<file path="src/rtl/mult_datapath.sv">
// Shift-add multiplier datapath: holds the operands and accumulator, does one conditional add
// plus right shift per controller strobe, and captures the product on the rising edge of ready.
module mult_datapath #(
    parameter int WIDTH = 32
) (
    input  logic                 clk,
    input  logic                 rst,
    input  logic                 load,
    input  logic [WIDTH-1:0]     multiplicand,
    input  logic [WIDTH-1:0]     multiplier,
    input  logic                 wrctrl,
    input  logic                 addctrl,
    input  logic                 srtctrl,
    input  logic                 ready,
    output logic                 lsb,
    output logic [2*WIDTH-1:0]   product,
    output logic                 product_valid,
    output logic                 err
);

    localparam int CW = $clog2(WIDTH + 2);
    localparam logic [CW-1:0] CNT_DONE = CW'(WIDTH);
    localparam logic [CW-1:0] CNT_SAT  = CW'(WIDTH + 1);

    logic [WIDTH-1:0]   r_m;
    logic [2*WIDTH:0]   r_a;
    logic [CW-1:0]      r_cnt;
    logic               r_ready_q;
    logic [2*WIDTH-1:0] r_product;
    logic               r_product_valid;
    logic               r_err;

    logic [WIDTH:0]     w_sum;
    logic [CW-1:0]      w_cnt_inc;
    logic               w_capture;

    // Adder keeps its carry so the upper half never overflows before the shift.
    assign w_sum     = {1'b0, r_a[2*WIDTH-1:WIDTH]} + {1'b0, (addctrl ? r_m : '0)};
    assign w_cnt_inc = (r_cnt == CNT_SAT) ? r_cnt : r_cnt + 1'b1;
    assign w_capture = ready & ~r_ready_q;

    always_ff @(posedge clk) begin
        if (rst) begin
            r_m   <= '0;
            r_a   <= '0;
            r_cnt <= '0;
        end else if (load) begin
            r_m   <= multiplicand;
            r_a   <= {1'b0, {WIDTH{1'b0}}, multiplier};
            r_cnt <= '0;
        end else begin
            unique case ({wrctrl, srtctrl})
                2'b11: begin
                    r_a   <= {1'b0, w_sum, r_a[WIDTH-1:1]};
                    r_cnt <= w_cnt_inc;
                end
                2'b01: begin
                    r_a   <= {1'b0, r_a[2*WIDTH:1]};
                    r_cnt <= w_cnt_inc;
                end
                2'b10: r_a <= {w_sum, r_a[WIDTH-1:0]};
                default: ;
            endcase
        end
    end

    // Capture sees the pre-load accumulator and count, independent of load/op this cycle.
    always_ff @(posedge clk) begin
        if (rst) begin
            r_ready_q       <= 1'b0;
            r_product       <= '0;
            r_product_valid <= 1'b0;
            r_err           <= 1'b0;
        end else begin
            r_ready_q       <= ready;
            r_product_valid <= w_capture;
            if (w_capture) begin
                r_product <= r_a[2*WIDTH-1:0];
                r_err     <= r_err | (r_cnt != CNT_DONE);
            end
        end
    end

    assign lsb           = r_a[0];
    assign product       = r_product;
    assign product_valid = r_product_valid;
    assign err           = r_err;

endmodule

</file>
<file path="config.mk">
export PLATFORM = sky130hd
export DESIGN_NAME = mult_datapath
export DESIGN_NICKNAME = d
export VERILOG_FILES = /design/src/rtl/mult_datapath.sv
export SDC_FILE = /design/constraint.sdc
export NUM_CORES = 1
export LEC_CHECK = 0
export ABC_AREA = 1
export CORE_MARGIN = 1.5
export CORE_UTILIZATION = 45
export CTS_CLUSTER_DIAMETER = 60
export DETAILED_ROUTE_END_ITERATION = 16
export PLACE_DENSITY = 0.67
export SYNTH_ARGS = -nofsm -noshare
export SYNTH_HDL_FRONTEND = slang
export SYNTH_SLANG_ARGS = --single-unit
</file>
<file path="constraint.sdc">
create_clock -name clk -period 5.42 [get_ports clk]
set_input_delay 1.084 -clock clk [delete_from_list [all_inputs] [get_ports clk]]
set_output_delay 1.084 -clock clk [all_outputs]
set_load 0.01 [all_outputs]
</file>
==> impl_metrics.tcl, run 1 <==
set metrics [dict create \
    internal_power_w 0.00216 \
    worstPathArrival_ns 4.17 \
    ys_dominant_reg_cell "dfxtp_1" \
    critical_path_buf_inv_count 5 \
    cts_setup_buffers 0 \
    cts_resized 0 \
    async_flop_share_pct 0 \
    io_buffers 137 \
    switching_share_pct 31.4 \
    comb_power_share_pct 16.2 \
    min_period_ns 3.83 \
    ys_ff_latch 170 \
    p_sw_w 0.000989 \
    drive_gt1_share_pct 5.95 \
    p_total_w 0.00315 \
    start_kind "primary input" \
    grt_max_degree 68 \
    synthesis.instances 1478 \
    die_area_sq_um 21900 \
    drtPass1Iterations 5 \
    cp_slowest_cell "clkdlybuf4s50_1" \
    synth-warning-count 0 \
    drc_errors 0 \
    synth_seq_area_share_pct 36.0 \
    rsz0062_at_grt "false" \
    finalInstanceArea_sq_um 11600 \
    max_slew.worst_pin.slew_ns 0.812 \
    wirelength_microns 31000 \
    place_congestion 0.967 \
    synth-edff-count 0 \
    worstHoldPathType "reg2reg" \
    avgSynthCellArea_sq_um 6.40 \
    crit_path_frequent_cell "nand2_1" \
    critical_path_required_ns 5.76 \
    num-nets-final 1695 \
    num_vias 9822 \
    grt_pass1_vias 9506 \
    first_iter_violations 617 \
    numCtsBuffers 17 \
    netlist_area_sq_um 9450 \
    overflow 0 \
    finClkSkew_ns 0.0111 \
    maxCapViolCount 0 \
    crit_fanout 13 \
    slowest_delay_ns 0.88 \
    cts_max_level 4 \
    slew_violations 0 \
    synth.top_cell.area_share_pct 36.0 \
    clockBufferDepth 2 \
    yosysUniqueCellTypes 40 \
    seq_power_share_pct 43.7 \
    cp-end-kind "flip-flop" \
    cts.sinks 170 \
    finalCritPeriodShare_pct 70.7 \
    synth_top_area_cell "dfxtp_1" \
    cts_hold_buf 0 \
    clock_power_share_pct 40.0 \
    antenna_found_initial 0 \
    insertion_delay_ns 0.44 \
    slew_headroom_pct 45.9 \
    viasPerCell 5.26 \
    finalSetupTns_ns 0 \
    clk_pin_slew_ns 0.07 \
    synth_nets 1589 \
    yosys-top-cells-area "dfxtp_1 (36%), nand2_1 (14%), nor2_1 (10%)" \
    critPathKind "in2reg" \
    critPathTopFamily "simple AND/OR/NAND/NOR gates" \
    vdd_drop_max_v 0.000208 \
    status "complete, no violations" \
    start_util_pct 46.3 \
    syn2layout_area_growth_pct 23.1 \
    place_area_sq_um 11000 \
    dp_hpwl_microns 22100 \
    grt_usage_pct 29.1 \
    n_antenna_cell 0 \
    rows 52 \
    wl_per_cell_microns 16.6 \
    cellPowerDensity_nw_per_um2 270 \
    hold_viol 0 \
    cts_root_buffer "clkbuf_16" \
    grt_pass1_wl_microns 50500 \
    ant_nets 0 \
    die_y_microns 148 \
    cts_tree "done" \
    fmax_mhz 261 \
    path_cells "clkdlybuf4s50_1 > nand2_1 > inv_1 > ha_1 > inv_1 > fa_1 > inv_1 > nand3_1 > nand2_2 > nand2_1 > nand2_2 > nand2_1 > nand2_1 > nand3_1 > nand2_1 > nand2_1 > nand3_1 > nand3_1 > nand2_1 > inv_1" \
    power_leakage_nw 5.41 \
    coreArea_sq_um 20400 \
    die_w_microns 148 \
    num_io_pins 138 \
    finalSetupViolCount 0 \
]
per-layer routing:
metal | track usage, % | wire length [microns] | up-vias
met2 | 44.6 | 13300 | 289
li1 | - | - | 4920
met3 | 7.44 | 2160 | 41
met1 | 40.7 | 15000 | 4572
met4 | 7.72 | 576 | 0
met5 | 0 | 0 | -
flip-flops by register name, indices dropped and copies added, names as in the netlist:
register / count
err: 1
product: 64
r_cnt: 6
product_valid: 1
r_a: 65
r_ready_q: 1
r_m: 32
power by group through the flow:
stage / Combinational, W / Clock [W] / Sequential, W
finish: 0.000511 / 0.00126 / 0.00138
detailed placement: 0.000507 / 0 / 0.00140
global route: 0.000568 / 0.00133 / 0.00139
global placement: 0.000505 / 0 / 0.00140
floorplan: 0.000275 / 0 / 0.00140
CTS: 0.000511 / 0.00128 / 0.00138
logic make-up after synthesis:
family	synth area share, %
AOI/OAI and AO/OA	15.2
DFF	36.0
adders and majority gates	5.37
and+or+nand+nor	32.3
buffers and inverters	9.62
xor gates and xnor gates	1.48
worst paths after layout:
| path | slack, ns | to | startpoint | cells past startpoint |
|---|---|---|---|---|
| max | 1.59 | r_a[61] | addctrl | 20 |
| min reg2reg | 0.47 | r_a[64] | r_a[64] | 2 |
| max reg2reg | 2.85 | r_a[61] | r_m[0] | 19 |
| min | 0.47 | r_a[64] | r_a[64] | 2 |
cells in the mapped netlist, types with 2 or more instances:
| cell | count |
|---|---|
| nand2_1 | 362 |
| nor2_1 | 260 |
| dfxtp_1 | 170 |
| inv_1 | 157 |
| o21ai_0 | 128 |
| nand3_1 | 91 |
| a21oi_1 | 66 |
| clkbuf_1 | 53 |
| ha_1 | 39 |
| a31oi_1 | 35 |
| inv_2 | 12 |
| xor2_1 | 12 |
| nand2_2 | 11 |
| buf_2 | 10 |
| nor3_1 | 10 |
| nor2_2 | 7 |
| a211oi_1 | 6 |
| nand4_1 | 6 |
| a211oi_2 | 5 |
| buf_1 | 4 |
| xnor2_1 | 4 |
| clkinv_1 | 3 |
| a21oi_2 | 2 |
| a221oi_1 | 2 |
| a32oi_1 | 2 |
| and2_1 | 2 |
| nand3b_1 | 2 |
| nor2_4 | 2 |
| o211ai_1 | 2 |
| o21ai_1 | 2 |
| o21bai_1 | 2 |
worst min-delay path: stages, from the launching register on:
cell     delay, ns
dfxtp_1       0.31
nand2_1       0.06
a21oi_1       0.05
cell type report:
type / instances / area (sq um)
fillers: 2099 / 8790
multi-input cells: 1069 / 5150
flip-flops and latches: 170 / 3400
repair buffers: 154 / 1490
inverters: 172 / 646
clock buffers: 17 / 425
well taps: 270 / 338
clock inverters: 15 / 181
through the flow:
stage / hold WS [ns] / util, % / cells / setup WS, ns
floorplan: 0.445 / - / 1478 / 2.34
global placement: 0.454 / 54.0 / 1835 / 1.18
detailed placement: 0.456 / 54.0 / 1835 / 1.21
CTS: 0.467 / 57.0 / 1867 / 1.62
global route: 0.489 / 57.0 / 1867 / 1.35
finish: 0.470 / 57.0 / 1867 / 1.59
cells in the final DEF (no fill, tap or decap), types with 10 or more instances in the layout:
master,count
nand2_1,362
nor2_1,257
dfxtp_1,170
inv_1,155
clkdlybuf4s50_1,136
o21ai_0,128
nand3_1,91
a21oi_1,66
ha_1,39
a31oi_1,35
clkbuf_16,17
buf_4,17
inv_2,14
xor2_1,12
nand2_2,11
nor3_1,10
Note: power is estimated with default switching activity, not from simulation.
==> inputs of run 2 (changes only) <==
clock period = 3.95 ns   (was 5.42 ns; I/O delays follow)
==> impl_metrics.tcl, run 2 (synthesis gave the netlist of run 1 again) <==
set metrics [dict create \
    dp_hpwl_microns 22700 \
    die_y_microns 148 \
    worstPathArrival_ns 3.50 \
    first_iter_violations 733 \
    hold_viol 0 \
    cellPowerDensity_nw_per_um2 372 \
    viasPerCell 5.29 \
    crit_path_frequent_cell "nand2_1" \
    max_slew.worst_pin.slew_ns 0.697 \
    cts_resized 0 \
    drc_errors 0 \
    maxCapViolCount 0 \
    clk_pin_slew_ns 0.08 \
    finalCritPeriodShare_pct 80.1 \
    overflow 0 \
    rows 52 \
    wirelength_microns 31300 \
    n_antenna_cell 0 \
    slowest_delay_ns 0.51 \
    insertion_delay_ns 0.44 \
    cts_tree "done" \
    grt_pass1_vias 9463 \
    cts_setup_buffers 0 \
    syn2layout_area_growth_pct 23.5 \
    grt_max_degree 68 \
    cts.sinks 170 \
    rsz0062_at_grt "false" \
    num_io_pins 138 \
    regMostFlops "r_a" \
    finalSetupTns_ns 0 \
    cts_max_level 4 \
    antenna_found_initial 0 \
    finalSetupViolCount 0 \
    numCtsBuffers 17 \
    critical_path_required_ns 4.29 \
    min_period_ns 3.17 \
    place_congestion 0.957 \
    cts_root_buffer "clkbuf_16" \
    ant_nets 0 \
    coreArea_sq_um 20400 \
    start_kind "primary input" \
    worstHoldPathType "reg2reg" \
    die_w_microns 148 \
    num_vias 9873 \
    finalInstanceArea_sq_um 11700 \
    vdd_drop_max_v 0.000261 \
    final_common_cell "nand2_1" \
    drive_gt1_share_pct 6.01 \
    wl_per_cell_microns 16.7 \
    largest_register_ffs 65 \
    start_util_pct 46.3 \
    cp_slowest_cell "clkdlybuf4s50_1" \
    slew_headroom_pct 53.6 \
    die_area_sq_um 21900 \
    path_cells "clkdlybuf4s50_1 > buf_12 > nand2_1 > inv_1 > ha_1 > nand2_1 > inv_2 > nand2_1 > nand2_1 > a21oi_1 > o21a_1 > nand3_1 > nand3_1 > nand3_1 > nand2_1 > inv_1" \
    io_buffers 137 \
    power_leakage_nw 5.43 \
    cp-end-kind "flip-flop" \
    clockBufferDepth 2 \
    layout_common_cells "nand2_1 (362), nor2_1 (257), dfxtp_1 (170)" \
    place_area_sq_um 11100 \
    cts_hold_buf 0 \
    whs_ns 0.477 \
    slew_violations 0 \
    fmax_mhz 316 \
    critPathKind "in2reg" \
    crit_fanout 32 \
    grt_pass1_wl_microns 49300 \
    drtPass1Iterations 9 \
    grt_usage_pct 28.7 \
    status "complete, no violations" \
    num-nets-final 1696 \
    finClkSkew_ns 0.0162 \
]
[run 2: critical path, delay by kind of cell]
kind | cells | cell delay [ns]
buffers and inverters | 5 | 0.91
adders and majority gates | 1 | 0.28
AOI/OAI and AO/OA | 2 | 0.64
and+or+nand+nor | 8 | 0.85
[run 2: metal layers]
layer  wire length [microns]  GRT usage, %
met1                   14600          38.6
met2                   14000          46.2
met3                    2080          6.51
met4                     525          7.77
met5                       0             0
[run 2: stage by stage]
step | std cells | worst slack (ns) | power [W] | util (%)
floorplan | 1478 | 1.16 | 0.00231 | -
global placement | 1836 | 0.394 | 0.00262 | 54.2
finish | 1868 | 0.784 | 0.00435 | 57.2
global route | 1868 | 0.574 | 0.00451 | 57.2
detailed placement | 1836 | 0.367 | 0.00263 | 54.2
CTS | 1868 | 0.819 | 0.00436 | 57.2
[run 2: final timing paths]
check               start  endpoint  slack, ns  cells past startpoint
setup reg to reg  r_m[13]   r_a[59]       1.55                     14
hold / removal    r_a[64]   r_a[64]       0.48                      2
hold reg to reg   r_a[64]   r_a[64]       0.48                      2
setup / recovery  addctrl   r_a[59]       0.78                     16
[run 2: cell type report]
class,count,area [sq um]
Clock inverter,14,170
Fill cell,2074,8750
Multi-Input combinational cell,1069,5150
Timing Repair Buffer,155,1530
Tap cell,270,338
Inverter,172,646
Sequential cell,170,3400
Clock buffer,18,439
[run 2: power breakdown]
group / leakage [nW] / internal, W / total [W] / switching (W)
Sequential: 1.40 / 0.00182 / 0.00189 / 0.0000726
Combinational: 3.74 / 0.000292 / 0.000705 / 0.000413
Clock: 0.291 / 0.000877 / 0.00175 / 0.000876
